**src/rtl/dec_sample_fifo_if.sv**
```systemverilog
// Sample-FIFO bus: producer strobe/data in, valid/ready drain out, status flags.
interface dec_sample_fifo_if #(
  parameter int unsigned WIDTH = 8,
  parameter int unsigned DEPTH = 4
);
  localparam int unsigned FW = $clog2(DEPTH) + 1;

  logic [WIDTH-1:0] sum_in;
  logic             sum_stb;
  logic [WIDTH-1:0] out_data;
  logic             out_valid;
  logic             out_ready;
  logic [FW-1:0]    fill;
  logic             overflow;
  logic             ovf_clr;

  // FIFO side
  modport slave (
    input  sum_in, sum_stb, out_ready, ovf_clr,
    output out_data, out_valid, fill, overflow
  );

  // Producer/consumer side
  modport master (
    output sum_in, sum_stb, out_ready, ovf_clr,
    input  out_data, out_valid, fill, overflow
  );
endinterface

```
**src/rtl/dec_sample_fifo.sv**
```systemverilog
// Captures strobed decimated sums, right-shifts them, and buffers them in a
// first-word-fall-through FIFO drained by valid/ready. Drops on full are
// flagged by a sticky overflow bit.
module dec_sample_fifo #(
  parameter int unsigned WIDTH = 8,
  parameter int unsigned DEPTH = 4,
  parameter int unsigned SHIFT = 0
) (
  input  logic              clk,
  input  logic              rst,
  dec_sample_fifo_if.slave  bus
);
  localparam int unsigned AW = $clog2(DEPTH);
  localparam int unsigned FW = AW + 1;

  logic [WIDTH-1:0] mem_q [DEPTH];
  logic [AW-1:0]    wr_ptr_q, wr_ptr_d;
  logic [AW-1:0]    rd_ptr_q, rd_ptr_d;
  logic [FW-1:0]    fill_q, fill_d;
  logic             valid_q, valid_d;
  logic             ovf_q, ovf_d;
  logic             full, push, pop, drop;

  // Handshake decode and next-state for pointers, occupancy and flags
  always_comb begin
    full     = (fill_q == FW'(DEPTH));
    pop      = valid_q & bus.out_ready;
    // A pop in the same cycle frees the slot a full-FIFO push needs.
    push     = bus.sum_stb & (~full | pop);
    drop     = bus.sum_stb & full & ~pop;
    wr_ptr_d = wr_ptr_q;
    rd_ptr_d = rd_ptr_q;
    fill_d   = fill_q;
    ovf_d    = ovf_q;
    if (push) wr_ptr_d = wr_ptr_q + AW'(1);
    if (pop)  rd_ptr_d = rd_ptr_q + AW'(1);
    if (push && !pop)      fill_d = fill_q + FW'(1);
    else if (pop && !push) fill_d = fill_q - FW'(1);
    if (drop)             ovf_d = 1'b1;
    else if (bus.ovf_clr) ovf_d = 1'b0;
    valid_d  = (fill_d != '0);
  end

  // Control state register with synchronous reset
  always_ff @(posedge clk) begin
    if (rst) begin
      wr_ptr_q <= '0;
      rd_ptr_q <= '0;
      fill_q   <= '0;
      valid_q  <= 1'b0;
      ovf_q    <= 1'b0;
    end else begin
      wr_ptr_q <= wr_ptr_d;
      rd_ptr_q <= rd_ptr_d;
      fill_q   <= fill_d;
      valid_q  <= valid_d;
      ovf_q    <= ovf_d;
    end
  end

  // Sample storage; contents need no reset since valid gates the output
  always_ff @(posedge clk) begin
    if (!rst && push) mem_q[wr_ptr_q] <= bus.sum_in >> SHIFT;
  end

  // Head-of-FIFO output, forced to zero when empty
  always_comb begin
    bus.out_data  = valid_q ? mem_q[rd_ptr_q] : '0;
    bus.out_valid = valid_q;
    bus.fill      = fill_q;
    bus.overflow  = ovf_q;
  end
endmodule

```
**src/flat_wrapper.sv**
```systemverilog
// flat-port wrapper written by rule: the top's interface ports become plain ports
module dec_sample_fifo_flat 
#(
  parameter int unsigned WIDTH = 8,
  parameter int unsigned DEPTH = 4,
  parameter int unsigned SHIFT = 0
)
  (clk, rst, bus_sum_in, bus_sum_stb, bus_out_ready, bus_ovf_clr, bus_out_data, bus_out_valid, bus_fill, bus_overflow);
  dec_sample_fifo_if #(.WIDTH(WIDTH), .DEPTH(DEPTH)) bus_i ();
  input  logic clk;
  input  logic rst;
  input wire logic [$bits(bus_i.sum_in)-1:0] bus_sum_in;
  input wire logic [$bits(bus_i.sum_stb)-1:0] bus_sum_stb;
  input wire logic [$bits(bus_i.out_ready)-1:0] bus_out_ready;
  input wire logic [$bits(bus_i.ovf_clr)-1:0] bus_ovf_clr;
  output wire logic [$bits(bus_i.out_data)-1:0] bus_out_data;
  output wire logic [$bits(bus_i.out_valid)-1:0] bus_out_valid;
  output wire logic [$bits(bus_i.fill)-1:0] bus_fill;
  output wire logic [$bits(bus_i.overflow)-1:0] bus_overflow;
  assign bus_i.sum_in = bus_sum_in;
  assign bus_i.sum_stb = bus_sum_stb;
  assign bus_i.out_ready = bus_out_ready;
  assign bus_i.ovf_clr = bus_ovf_clr;
  assign bus_out_data = bus_i.out_data;
  assign bus_out_valid = bus_i.out_valid;
  assign bus_fill = bus_i.fill;
  assign bus_overflow = bus_i.overflow;
  dec_sample_fifo #(.WIDTH(WIDTH), .DEPTH(DEPTH), .SHIFT(SHIFT)) u_core (.clk(clk), .rst(rst), .bus(bus_i));
endmodule
```
**config.mk**
```make
export PLATFORM = sky130hd
export DESIGN_NAME = dec_sample_fifo_flat
export DESIGN_NICKNAME = d
export VERILOG_FILES = /design/src/rtl/dec_sample_fifo_if.sv /design/src/rtl/dec_sample_fifo.sv /design/src/flat_wrapper.sv
export SDC_FILE = /design/constraint.sdc
export NUM_CORES = 1
export LEC_CHECK = 0
export ABC_AREA = 1
export CORE_MARGIN = 4
export CORE_UTILIZATION = 57
export CTS_BUF_LIST = sky130_fd_sc_hd__clkbuf_16
export DETAILED_ROUTE_END_ITERATION = 8
export HOLD_SLACK_MARGIN = 0.06
export PLACE_DENSITY = 0.89
export SLEW_MARGIN = 10
export SYNTH_ARGS = -nofsm -noshare
export SYNTH_HDL_FRONTEND = slang
export SYNTH_SLANG_ARGS = --single-unit
```
**constraint.sdc**
```tcl
create_clock -name clk -period 3.1 [get_ports clk]
set_input_delay 0.31 -clock clk [delete_from_list [all_inputs] [get_ports clk]]
set_output_delay 0.31 -clock clk [all_outputs]
set_load 0.05 [all_outputs]
```
==> flow_summary.yaml, run 1 <==
drt:
  num_vias: 1260
  dr.first_iter.drc_count: 119
  dr.pass1.iters: 4
  route.detailed.drc: 0
  route.detailed.vias_per_inst: 4.96
  routed_wirelength_um: 3450
  wl_per_cell_um: 13.6
  ant_nets: 0
global_routing:
  grt.met2_usage_pct: 33.2
  grt-busiest-layer: "met2"
  globalRouteOverflowTotal: 0
  number_of_global_route_vias_before_repair: 1281
  use_met1_pct: 22.5
  grt_max_degree: 18
  fraction_of_met3_tracks_used_by_global_routing_pct: 4.51
  grt_antenna_before_repair: 0
  grt_first_pass_wirelength_um: 5910
  grt_util_all_layers_pct: 19.3
pwr:
  comb_power_share_pct: 30.8
  clockPowerShare_pct: 28.6
  power_switching_mw: 0.603
  internal_power_mw: 1.13
  share_seq_of_total_power_pct: 40.7
  switching_share_pct: 34.8
  static-leakage-power_nw: 0.893
  power_density_cells_mw_per_mm2: 767
  maximum_vdd_drop_v: 0.000508
synthesis:
  yosys.cell_types.count: 16
  yosys_warnings: 0
  yosysMostFrequentCell: "nor2_1"
  postSynthCellCount: 181
  synth_seq_cells: 43
  asyncSetResetFlopFracSynth_pct: 0
  post_synth_main_area_contributors: "edfxtp_1, dfxtp_1, nor2_1, ha_1, inv_1"
  synth_enable_flop_cells: 32
  yosysTopAreaCell: "edfxtp_1"
  ys_seq_area_share_pct: 63.7
  synth_top_flop_cell: "edfxtp_1"
  postSynthNetCount: 201
  list_of_most_frequent_post_synthesis_cells: "nor2_1, edfxtp_1, inv_1, nand2_1"
  synth_largest_type_area_fraction_pct: 51.8
  average_footprint_of_a_synthesized_cell_um2: 10.2
  cell_area_after_synthesis_mm2: 0.00185
floorplanning:
  num_io_pins: 26
  start_util_pct: 60.2
  die_h_um: 65.0
  die-area_mm2: 0.00423
  die_w_um: 65.0
  coreArea_mm2: 0.00308
  placement_rows: 20
placed_design:
  io_port_bufs: 25
  gp_congestion: 0.852
  dpl-instance-area_mm2: 0.00212
  hpwl_um: 2320
  placed_cells: 246
run_status:
  status: "finished, final reports clean"
finish:
  layout-drive-gt1-share_pct: 5.24
  final_area_mm2: 0.00226
  area.growth.synth_to_final_pct: 21.9
  post_layout_nonfiller_instances: 254
  diode_insertion_count_for_antenna_repair: 0
  multi_input_area_um2: 549
  register_area_mm2: 0.00118
  finalNetCount: 229
  fillerInstances: 214
sta:
  max_freq_mhz: 387
  tightest_slew_ns: 0.762
  max-slew-margin-rel_pct: 49.0
  final.min_clock_period_ns: 2.59
  maxSlewViolCount: 0
  rsz_0062_raised_after_global_routing: "no"
  final.setup_skew_ns: 0.00490
  min_period_over_period_pct: 83.4
  finalHoldWorstSlack_ns: 0.489
  final.setup.tns_ns: 0
  final-setup-viol-count: 0
  timing_hold_violations_final: 0
clock_network:
  post-cts-setup-buffers: 0
  clockBufferDepth: 2
  numCtsBuffers: 5
  path_clk_slew_ns: 0.06
  cts_hold_fix_bufs: 0
  clk-insertion-delay-late_ns: 0.28
  cts.htree.levels: 2
  cts_tree: "yes"
  clockRootBuffer: "clkbuf_16"
  cts_sinks: 43
  cts_repair_resize_count: 0
worst_hold_path:
  holdCritPathClass: "reg2reg"
job:
  drv_cap: 0
critical_path:
  worst-endpoint-required_ns: 2.79
  startpoint_type: "register"
  crit_type: "reg2out"
  arrival_ns: 2.28
  worst-path-max-fanout: 17
  setup.worst_path.end_class: "output port"
  r2r_slack_ns: 1.17
==> stage by stage <==
stage	setup WS, ns	total power [mW]	utilization [%]
3_5_place_dp	0.848	1.25	68.8
3_3_place_gp	0.881	1.24	68.8
2_1_floorplan	1.09	1.10	-
5_1_grt	0.341	1.83	73.4
4_1_cts	0.514	1.74	73.4
6_report	0.515	1.73	73.4
==> final timing paths <==
check	start	end	cells after the start
worst min-delay path	u_core.bus.overflow$_SDFFE_PP0P_	u_core.bus.overflow$_SDFFE_PP0P_	2
worst min register to register	u_core.bus.overflow$_SDFFE_PP0P_	u_core.bus.overflow$_SDFFE_PP0P_	2
worst max register to register	u_core.bus.fill[0]$_SDFF_PP0_	u_core.mem_q[3][7]$_DFFE_PP_	5
worst max-delay path	register	bus_out_data[4]	5
==> worst max-delay path: stages (launching register included) <==
cell and delay (ns):
dfxtp_1 0.65, nor2_1 0.13, nor2_1 0.15, o21ai_0 0.10, a21oi_1 0.15, clkdlybuf4s50_1 0.82
==> cells in the final DEF (no fill, tap or decap) <==
cell type / Yosys / routed
o21ai_1: 10 / 10
nor2_1: 47 / 47
clkinvlp_4: 0 / 1
nand2_1: 19 / 19
ha_1: 7 / 7
edfxtp_1: 32 / 32
xor2_1: 1 / 1
inv_1: 21 / 22
o21ai_0: 8 / 8
nand3_1: 6 / 6
nand3_2: 3 / 3
clkbuf_16: 0 / 5
inv_2: 1 / 1
clkdlybuf4s50_1: 0 / 25
a21oi_1: 11 / 11
dfxtp_1: 11 / 11
clkinv_2: 0 / 1
==> state kept, by name, summed over array words and instances, names as in the netlist, named ones only <==
register	count
u_core.bus.fill	3
u_core.bus.overflow	1
u_core.mem_q	32
u_core.bus.out_valid	1
u_core.wr_ptr_q	2
u_core.rd_ptr_q	2
==> cell type report <==
| cell class | count | share of cell area [%] |
|---|---|---|
| Sequential cell | 43 | 52.3 |
| Multi-Input combinational cell | 112 | 24.3 |
| Timing Repair Buffer | 25 | 11.1 |
| Clock buffer | 5 | 5.54 |
| Inverter | 22 | 3.65 |
| Tap cell | 44 | 2.44 |
| Clock inverter | 3 | 0.720 |
==> layer usage <==
layer / routed length [um] / vias to the layer above / share of wire (%)
met1: 1480 / 569 / 43
met3: 168 / 8 / 4.9
li1: - / 649 / -
met4: 74 / 0 / 2.1
met5: 0 / - / 0
met2: 1730 / 34 / 50
==> power groups by stage <==
| stage | sequential (mW) | combinational, mW | clock (mW) |
|---|---|---|---|
| 5_1_grt | 0.712 | 0.586 | 0.528 |
| 3_5_place_dp | 0.715 | 0.531 | 0 |
| 2_1_floorplan | 0.751 | 0.344 | 0 |
| 4_1_cts | 0.704 | 0.536 | 0.497 |
| 6_report | 0.704 | 0.533 | 0.495 |
| 3_3_place_gp | 0.715 | 0.522 | 0 |
==> logic make-up (layout without fill, tap and decap cells) <==
kind of cell,count (synthesis),count (layout),synth area share (%)
simple gates,75,75,16.6
flops,43,43,63.7
xor+xnor,1,1,0.472
fa+ha+maj,7,7,4.72
buf+inv,26,55,6.68
compound gates,29,29,7.83
Note: power is estimated with default switching activity, not from simulation.
==> run 2, diff against run 1 <==
Settings changed: CORE_UTILIZATION 57 to 53, PLACE_DENSITY 0.89 to 0.84.
Clock period 3.1 ns to 2.5 ns, I/O delays scaled along.
==> run 2 against run 1 <==
Effect of this change:
- global-route usage fell by 2.1 points
- cell count rose by 3.1%
- sequential power rose by 22%
- sequential cell count did not move
- critical path type unchanged
- highest routed layer unchanged
==> flow_summary.yaml, run 2 (synthesized netlist as in run 1, its figures left out) <==
critical_path:
  startpoint_type: "register"
  ff2ff_path_depth: 6
  r2r_slack_ns: 0.95
  crit-reg2reg-launch: "u_core.bus.fill[0]$_SDFF_PP0_"
  setup.worst_path.end_class: "output port"
  worst_path_dominant_cell_family: "buffers and inverters"
  worstPathBufferInverterCount: 3
  terminus_of_the_critical_flop_to_flop_path: "u_core.mem_q[0][7]$_DFFE_PP_"
  crit_type: "reg2out"
  worst-endpoint-required_ns: 2.25
  worst-path-max-fanout: 17
  endpoint: "bus_out_data[0]"
  crit_slowest_cell: "clkdlybuf4s50_1"
  critical_path_depth: 5
  cp_slowest_stage_delay_ns: 0.82
  crit_path_cell_trace: "buf_4 -> inv_2 -> o21ai_0 -> a21oi_1 -> clkdlybuf4s50_1"
  arrival_ns: 2.09
finish:
  layout-drive-gt1-share_pct: 10.6
  final_area_mm2: 0.00229
  diode_insertion_count_for_antenna_repair: 0
  layout.core_utilization_pct: 68.2
  area.growth.synth_to_final_pct: 23.6
  largest_reg_flops: 32
  registers.top_by_ff_count: "u_core.mem_q"
  layout.cells.most_common_list: "nor2_1, edfxtp_1, inv_1"
  final_common_cell: "nor2_1"
  register_area_mm2: 0.00118
  multi_input_area_um2: 549
  finalNetCount: 235
  fillerInstances: 266
pwr:
  switching_share_pct: 34.6
  post-layout-total-power_mw: 2.14
  power_density_cells_mw_per_mm2: 933
  comb_power_share_pct: 31.9
  static-leakage-power_nw: 0.934
  power_switching_mw: 0.740
  clockPowerShare_pct: 28.0
  share_seq_of_total_power_pct: 40.1
  internal_power_mw: 1.40
  maximum_vdd_drop_v: 0.000725
drt:
  ant_nets: 0
  num_vias: 1346
  dr.pass1.iters: 4
  wl_per_cell_um: 12.8
  dr.first_iter.drc_count: 62
  route.detailed.vias_per_inst: 5.14
  route.detailed.drc: 0
  routed_wirelength_um: 3360
floorplanning:
  start_util_pct: 55.1
  die_w_um: 67.2
  coreArea_mm2: 0.00336
  die_h_um: 67.2
  placement_rows: 21
  die-area_mm2: 0.00451
  num_io_pins: 26
sta:
  final.min_clock_period_ns: 2.34
  final-setup-viol-count: 0
  final.setup.tns_ns: 0
  rsz_0062_raised_after_global_routing: "no"
  min_period_over_period_pct: 93.7
  tightest_slew_ns: 0.495
  timing_hold_violations_final: 0
  max-slew-margin-rel_pct: 66.9
  maxSlewViolCount: 0
  finalHoldWorstSlack_ns: 0.499
  final.setup_skew_ns: 0.00488
  max_freq_mhz: 427
run_status:
  status: "finished, final reports clean"
clock_network:
  cts_sinks: 43
  numCtsBuffers: 5
  cts_tree: "yes"
  cts_repair_resize_count: 0
  clockBufferDepth: 2
  post-cts-setup-buffers: 0
  cts.htree.levels: 2
  cts_hold_fix_bufs: 0
  clk-insertion-delay-late_ns: 0.28
  clockRootBuffer: "clkbuf_16"
  path_clk_slew_ns: 0.06
global_routing:
  globalRouteOverflowTotal: 0
  grt_util_all_layers_pct: 17.2
  grt_antenna_before_repair: 0
  number_of_global_route_vias_before_repair: 1250
  grt_first_pass_wirelength_um: 5490
  grt_max_degree: 18
worst_hold_path:
  holdCritPathClass: "reg2reg"
placed_design:
  hpwl_um: 2270
  io_port_bufs: 25
  dpl-instance-area_mm2: 0.00215
  gp_congestion: 0.818
job:
  drv_cap: 0
[run 2: per-layer routing]
| layer | wire (um) | up-vias | GRT usage [%] | share of wire, % |
|---|---|---|---|---|
| met1 | 1340 | 639 | 19.5 | 40 |
| met2 | 1710 | 37 | 28.5 | 51 |
| li1 | - | 661 | - | - |
| met5 | 0 | - | 0 | 0 |
| met4 | 96 | 0 | 8.61 | 2.9 |
| met3 | 211 | 9 | 6.16 | 6.3 |
[run 2: through the flow]
step | cells | setup slack [ns]
after CTS | 262 | 0.125
after global placement | 254 | 0.508
after global routing | 262 | 0.0708
after detailed placement | 254 | 0.428
after floorplan | 181 | 0.487
final | 262 | 0.157
[run 2: cell type report]
cell class / count / area share [%]
Clock buffer: 5 / 5.46
Clock inverter: 3 / 0.710
Inverter: 22 / 3.60
Multi-Input combinational cell: 112 / 24.0
Sequential cell: 43 / 51.5
Tap cell: 46 / 2.51
Timing Repair Buffer: 31 / 12.2
[run 2: worst min-delay path by stage]
stage / start / endpoint / cells after the start / slack [ns]
floorplan: rst / u_core.bus.overflow$_SDFFE_PP0P_ / 1 / 0.32
global placement: u_core.bus.overflow$_SDFFE_PP0P_ / u_core.bus.overflow$_SDFFE_PP0P_ / 2 / 0.47
detailed placement: u_core.rd_ptr_q[0]$_SDFFE_PP0N_ / u_core.rd_ptr_q[0]$_SDFFE_PP0N_ / 2 / 0.49
CTS: u_core.rd_ptr_q[0]$_SDFFE_PP0N_ / u_core.rd_ptr_q[0]$_SDFFE_PP0N_ / 2 / 0.50
global route: u_core.bus.overflow$_SDFFE_PP0P_ / u_core.bus.overflow$_SDFFE_PP0P_ / 2 / 0.53
finish: u_core.rd_ptr_q[0]$_SDFFE_PP0N_ / u_core.rd_ptr_q[0]$_SDFFE_PP0N_ / 2 / 0.50
[run 2: worst register-to-register path: stages (launching register included)]
cell and delay (ns):
dfxtp_1 0.37, inv_1 0.10, ha_1 0.23, nand3_2 0.10, nand3_1 0.13, nor2_1 0.14
buf_4 0.20
[run 2: power groups by stage]
stage | combinational (mW) | clock [mW] | sequential, mW
4_1_cts | 0.686 | 0.611 | 0.856
6_report | 0.683 | 0.599 | 0.857
3_3_place_gp | 0.665 | 0 | 0.870
3_5_place_dp | 0.678 | 0 | 0.871
5_1_grt | 0.746 | 0.638 | 0.863
2_1_floorplan | 0.426 | 0 | 0.932
==> run 3, diff against run 2 <==
Settings changed: CORE_UTILIZATION 53 to 60, DONT_BUFFER_PORTS from default to 1, PLACE_DENSITY 0.84 to 0.82.
==> run 3 against run 2 <==
Effect of this change:
- maximum frequency increased by 15%
- die area decreased by 10%
- global-route usage increased by 2.9 points
- critical path depth decreased by 1
- final area decreased by 4.4%
- core utilization increased by 8.6 points
- clock-buffer cell count increased by 1
- critical path type unchanged
- largest cell class unchanged
- largest power group unchanged
==> flow_summary.yaml, run 3 (synthesized netlist as in run 1, its figures left out) <==
run_status:
  status: "finished, final reports clean"
global_routing:
  number_of_global_route_vias_before_repair: 1331
  globalRouteOverflowTotal: 0
  grt_max_degree: 18
  grt_antenna_before_repair: 0
  grt_util_all_layers_pct: 20.0
  grt_first_pass_wirelength_um: 6130
sta:
  final.setup_skew_ns: 0.00410
  timing_hold_violations_final: 0
  maxSlewViolCount: 0
  min_period_over_period_pct: 81.2
  rsz_0062_raised_after_global_routing: "no"
  final-setup-viol-count: 0
  max-slew-margin-rel_pct: 52.8
  final.min_clock_period_ns: 2.03
  tightest_slew_ns: 0.705
  max_freq_mhz: 492
  final.setup.tns_ns: 0
drt:
  met2_wirelength_um: 1960
  dr.first_iter.drc_count: 56
  ant_nets: 0
  wl_met3_um: 133
  num_vias: 1300
  dr.pass1.iters: 4
  wl_met1_um: 1450
  wl_per_cell_um: 15.4
  highest-signal-layer: "met4"
  route.detailed.vias_per_inst: 5.49
  routed_wirelength_um: 3650
  route.detailed.drc: 0
pwr:
  static-leakage-power_nw: 0.906
  maximum_vdd_drop_v: 0.000773
  power_density_cells_mw_per_mm2: 998
floorplanning:
  die_w_um: 63.6
  die_h_um: 63.6
  coreArea_mm2: 0.00285
  start_util_pct: 65.0
  num_io_pins: 26
  placement_rows: 19
  die-area_mm2: 0.00404
clock_network:
  cts_sinks: 43
  cts_tree: "yes"
  cts.htree.levels: 2
  clockRootBuffer: "clkbuf_16"
  clockBufferDepth: 2
  clk-insertion-delay-late_ns: 0.28
  numCtsBuffers: 5
  path_clk_slew_ns: 0.06
finish:
  fillerInstances: 194
  largest_reg_flops: 32
  register_area_mm2: 0.00118
  area.growth.synth_to_final_pct: 18.2
  multi_input_area_um2: 549
  layout.cells.most_common_list: "nor2_1, edfxtp_1, inv_1"
  registers.top_by_ff_count: "u_core.mem_q"
  final_common_cell: "nor2_1"
  diode_insertion_count_for_antenna_repair: 0
  finalNetCount: 225
  layout-drive-gt1-share_pct: 11.2
  layout.core_utilization_pct: 76.8
placed_design:
  io_port_bufs: 0
  gp_congestion: 0.837
  hpwl_um: 2550
critical_path:
  arrival_ns: 1.78
  setup.worst_path.end_class: "output port"
  crit_type: "reg2out"
  startpoint_type: "register"
  worst-path-max-fanout: 17
  worst-endpoint-required_ns: 2.25
job:
  drv_cap: 0
worst_hold_path:
  holdCritPathClass: "in2reg"
[run 3: cell types whose count changed in the layout (fill, tap and decap cells not counted), sizes merged]
cell | before | now
inv | 23 | 22
clkinv | 1 | 2
clkbuf | 5 | 6
clkdlybuf4s50 | 19 | 0
clkinvlp | 1 | 0
dlygate4sd3 | 0 | 9
[run 3: layout make-up]
type	count	area share, %
flip-flops and latches	43	53.9
multi-input cells	112	25.1
repair buffers	21	8.22
clock buffers	6	6.85
inverters	22	3.77
well taps	31	1.77
clock inverters	2	0.400
[run 3: worst max-delay path, stage by stage, from the launching register on]
cell and delay [ns]:
dfxtp_1 0.67, inv_2 0.25, o21ai_0 0.24, a21oi_1 0.12
buf_4 0.20
[run 3: power by group]
group,total (mW),switching (mW),internal [mW]
Clock,0.672,0.247,0.425
Combinational,0.643,0.457,0.186
Sequential,0.871,0.0491,0.822
[run 3: metal layers]
metal,global-route usage [%],vias up
li1,-,644
met1,22.3,614
met3,4.44,11
met4,10.2,0
met5,0,-
met2,35.6,31
[run 3: path summary, 6_finish.rpt]
check	slack, ns	cells past startpoint	startpoint	endpoint
worst max register to register	0.67	5	u_core.bus.fill[0]$_SDFF_PP0_	u_core.mem_q[1][0]$_DFFE_PP_
worst max-delay path	0.47	4	register	bus_out_data[1]
worst min-delay path	0.16	3	bus_ovf_clr	u_core.bus.overflow$_SDFFE_PP0P_
worst min register to register	0.51	2	u_core.rd_ptr_q[0]$_SDFFE_PP0N_	u_core.rd_ptr_q[0]$_SDFFE_PP0N_
[run 3: repair_timing]
item / 4_1_cts / 5_1_grt
buffers inserted: 0 / 0
resized for setup: 0 / 0
endpoints found under the hold margin: 35 / 0
hold buffers: 9 / 0
[run 3: through the flow]
step           hold slack [ns]  worst slack (ns)  cell area [um^2]  std cells  total power, mW
4_1_cts                  0.153             0.444              2190        237             2.20
2_1_floorplan            0.322             0.487              1850        181             1.36
6_report                 0.161             0.469              2190        237             2.19
3_5_place_dp             0.325             0.672              1940        220             1.51
5_1_grt                  0.193             0.287              2190        237             2.30
3_3_place_gp             0.323             0.796              1940        220             1.48
==> variant: new RTL, settings of run 3 <==
`WIDTH` is set to 8 in 3 places; all go to 10.
--- a/src/rtl/dec_sample_fifo_if.sv
+++ b/src/rtl/dec_sample_fifo_if.sv
@@ -1,6 +1,6 @@
 // Sample-FIFO bus: producer strobe/data in, valid/ready drain out, status flags.
 interface dec_sample_fifo_if #(
-  parameter int unsigned WIDTH = 8,
+  parameter int unsigned WIDTH = 10,
   parameter int unsigned DEPTH = 4
 );
   localparam int unsigned FW = $clog2(DEPTH) + 1;
--- a/src/rtl/dec_sample_fifo.sv
+++ b/src/rtl/dec_sample_fifo.sv
@@ -2,7 +2,7 @@
 // first-word-fall-through FIFO drained by valid/ready. Drops on full are
 // flagged by a sticky overflow bit.
 module dec_sample_fifo #(
-  parameter int unsigned WIDTH = 8,
+  parameter int unsigned WIDTH = 10,
   parameter int unsigned DEPTH = 4,
   parameter int unsigned SHIFT = 0
 ) (
--- a/src/flat_wrapper.sv
+++ b/src/flat_wrapper.sv
@@ -1,7 +1,7 @@
 // flat-port wrapper written by rule: the top's interface ports become plain ports
 module dec_sample_fifo_flat 
 #(
-  parameter int unsigned WIDTH = 8,
+  parameter int unsigned WIDTH = 10,
   parameter int unsigned DEPTH = 4,
   parameter int unsigned SHIFT = 0
 )
Interface: changed (resized bus_out_data and bus_sum_in); port bits go from 26 to 30. No check against the original RTL was run, so the function may have changed too.
==> variant against run 3 <==
Sequential cell count is 8 higher. Routed wire length up 34%. Area after synthesis rose by 17%. Synthesized cell count grew 12%. Power increased by 17%. Final cell count up 19%. Combinational power increased by 27%. Design area increased by 19%. Largest power group unchanged. Setup slack worse by 0.12 ns. Critical path type unchanged.
==> variant: results <==
status:
  status: "finished, final reports clean"
final_layout:
  largest_register_ffs: 40
  fin_nets: 256
  fill_cells: 227
  final_layout_size_suffix_gt1_frac: 0.157
  max_flop_register: "u_core.mem_q"
pwr:
  leakage_nw: 1.05
  ir_drop_mv: 0.813
global_routing:
  grt_pass1_vias: 1600
  track_usage: 0.246
  antenna_found_initial: 0
  overflow: 0
  grt_pass1_wl_um: 7850
  grt_max_degree: 22
yosys:
  ys.warnings.count: 0
  synth_cell_types: 20
  synth-compound-area-share: 0.0879
  muxShareOfSynthArea: 0
  synth_xor_area_frac: 0.00405
  synth_edf_count: 40
  yosysSeqAreaShare: 0.657
  synthAdderAreaFrac: 0.0405
  synthCells: 202
  synth_nets: 224
  synthTopCellsByCount: "nor2_1 (49), edfxtp_1 (40), inv_1 (18), a21oi_1 (15)"
  ys.flop_type: "edfxtp_1"
  synth_area_leaders: "edfxtp_1 (56%), dfxtp_1 (10%), nor2_1 (8.5%), ha_1 (4.0%), a21oi_1 (3.5%)"
clocking:
  clk_latency_ns: 0.29
  htreeDepth: 2
  hold_buffers: 11
  root_buffer: "clkbuf_16"
  cts_resized: 0
  clock_path_buffers: 2
detailed_routing:
  wl_um: 4910
  vias: 1526
  dr.pass1.iters: 4
  drt_iter0_markers: 152
  wl_per_cell_um: 17.5
place:
  dpl.hpwl_um: 3100
  dpl_worst_slack_ns: 0.743
  io_buffers: 0
  gp_congestion: 0.763
setup_path:
  slowest_delay_ns: 0.43
  path_delay_family: "buffers and inverters"
  worstPathArrival_ns: 1.90
  crit_slowest_cell: "inv_1"
  cp_max_fo: 21
sta:
  worstMarginPinSlew_ns: 0.542
  fin_skew_ns: 0.00523
floorplan:
  start_util: 0.633
## variant: cell types whose count changed after synthesis, sizes merged
cell / delta
a21oi: +4
buf: -1
clkbuf: +2
clkinv: +1
edfxtp: +8
inv: -1
nand2: -2
nand3: +1
nand4: +1
nor2: +3
o21ai: +5
## variant: stage by stage
stage | util | area [sq um] | hold WS [ns]
after floorplan | - | 2160 | 0.322
after global placement | 0.683 | 2330 | 0.323
after detailed placement | 0.683 | 2330 | 0.331
after CTS | 0.763 | 2610 | 0.149
after global routing | 0.763 | 2610 | 0.161
final | 0.763 | 2610 | 0.153
## variant: final timing paths
path	slack [ns]	endpoint	depth (start not counted)	start
max	0.35	bus_out_data[6]	5	register
min reg2reg	0.50	u_core.rd_ptr_q[0]	1	u_core.rd_ptr_q[0]
max reg2reg	0.72	u_core.mem_q[1][4]	7	u_core.bus.fill[0]
min	0.15	u_core.bus.fill[2]	3	rst
## variant: logic make-up (layout without fill, tap and decap cells)
kind of cell | Yosys count | in the layout
buf+inv | 27 | 60
flops | 51 | 51
fa+ha+maj | 7 | 7
xor+xnor | 1 | 1
simple gates | 78 | 78
compound gates | 38 | 38
## variant: final cells by class
cell class              count  area share
clock buffers               5      0.0480
repair buffers             30      0.0970
inverters                  22      0.0317
flip-flops and latches     51       0.545
multi-input cells         124       0.241
clock inverters             3      0.0144
well taps                  46      0.0221
## variant: worst register-to-register path, stage by stage (launching register included)
cell     delay [ns]
dfxtp_1        0.30
buf_4          0.20
inv_1          0.10
ha_1           0.25
nand3_2        0.10
nand3_1        0.13
nor2_1         0.17
buf_4          0.22
## variant: power by group
group / internal (mW) / switching, mW / total (mW)
logic: 0.225 / 0.590 / 0.815
clock network: 0.464 / 0.274 / 0.738
registers: 0.974 / 0.0325 / 1.01
total: 1.66 / 0.896 / 2.56
## variant: routing by layer
layer	vias to the layer above	global-route usage	part of all wire
met4	0	0.0918	0.024
met3	13	0.0772	0.069
met5	-	0	0
li1	740	-	-
met2	49	0.438	0.53
met1	724	0.273	0.38
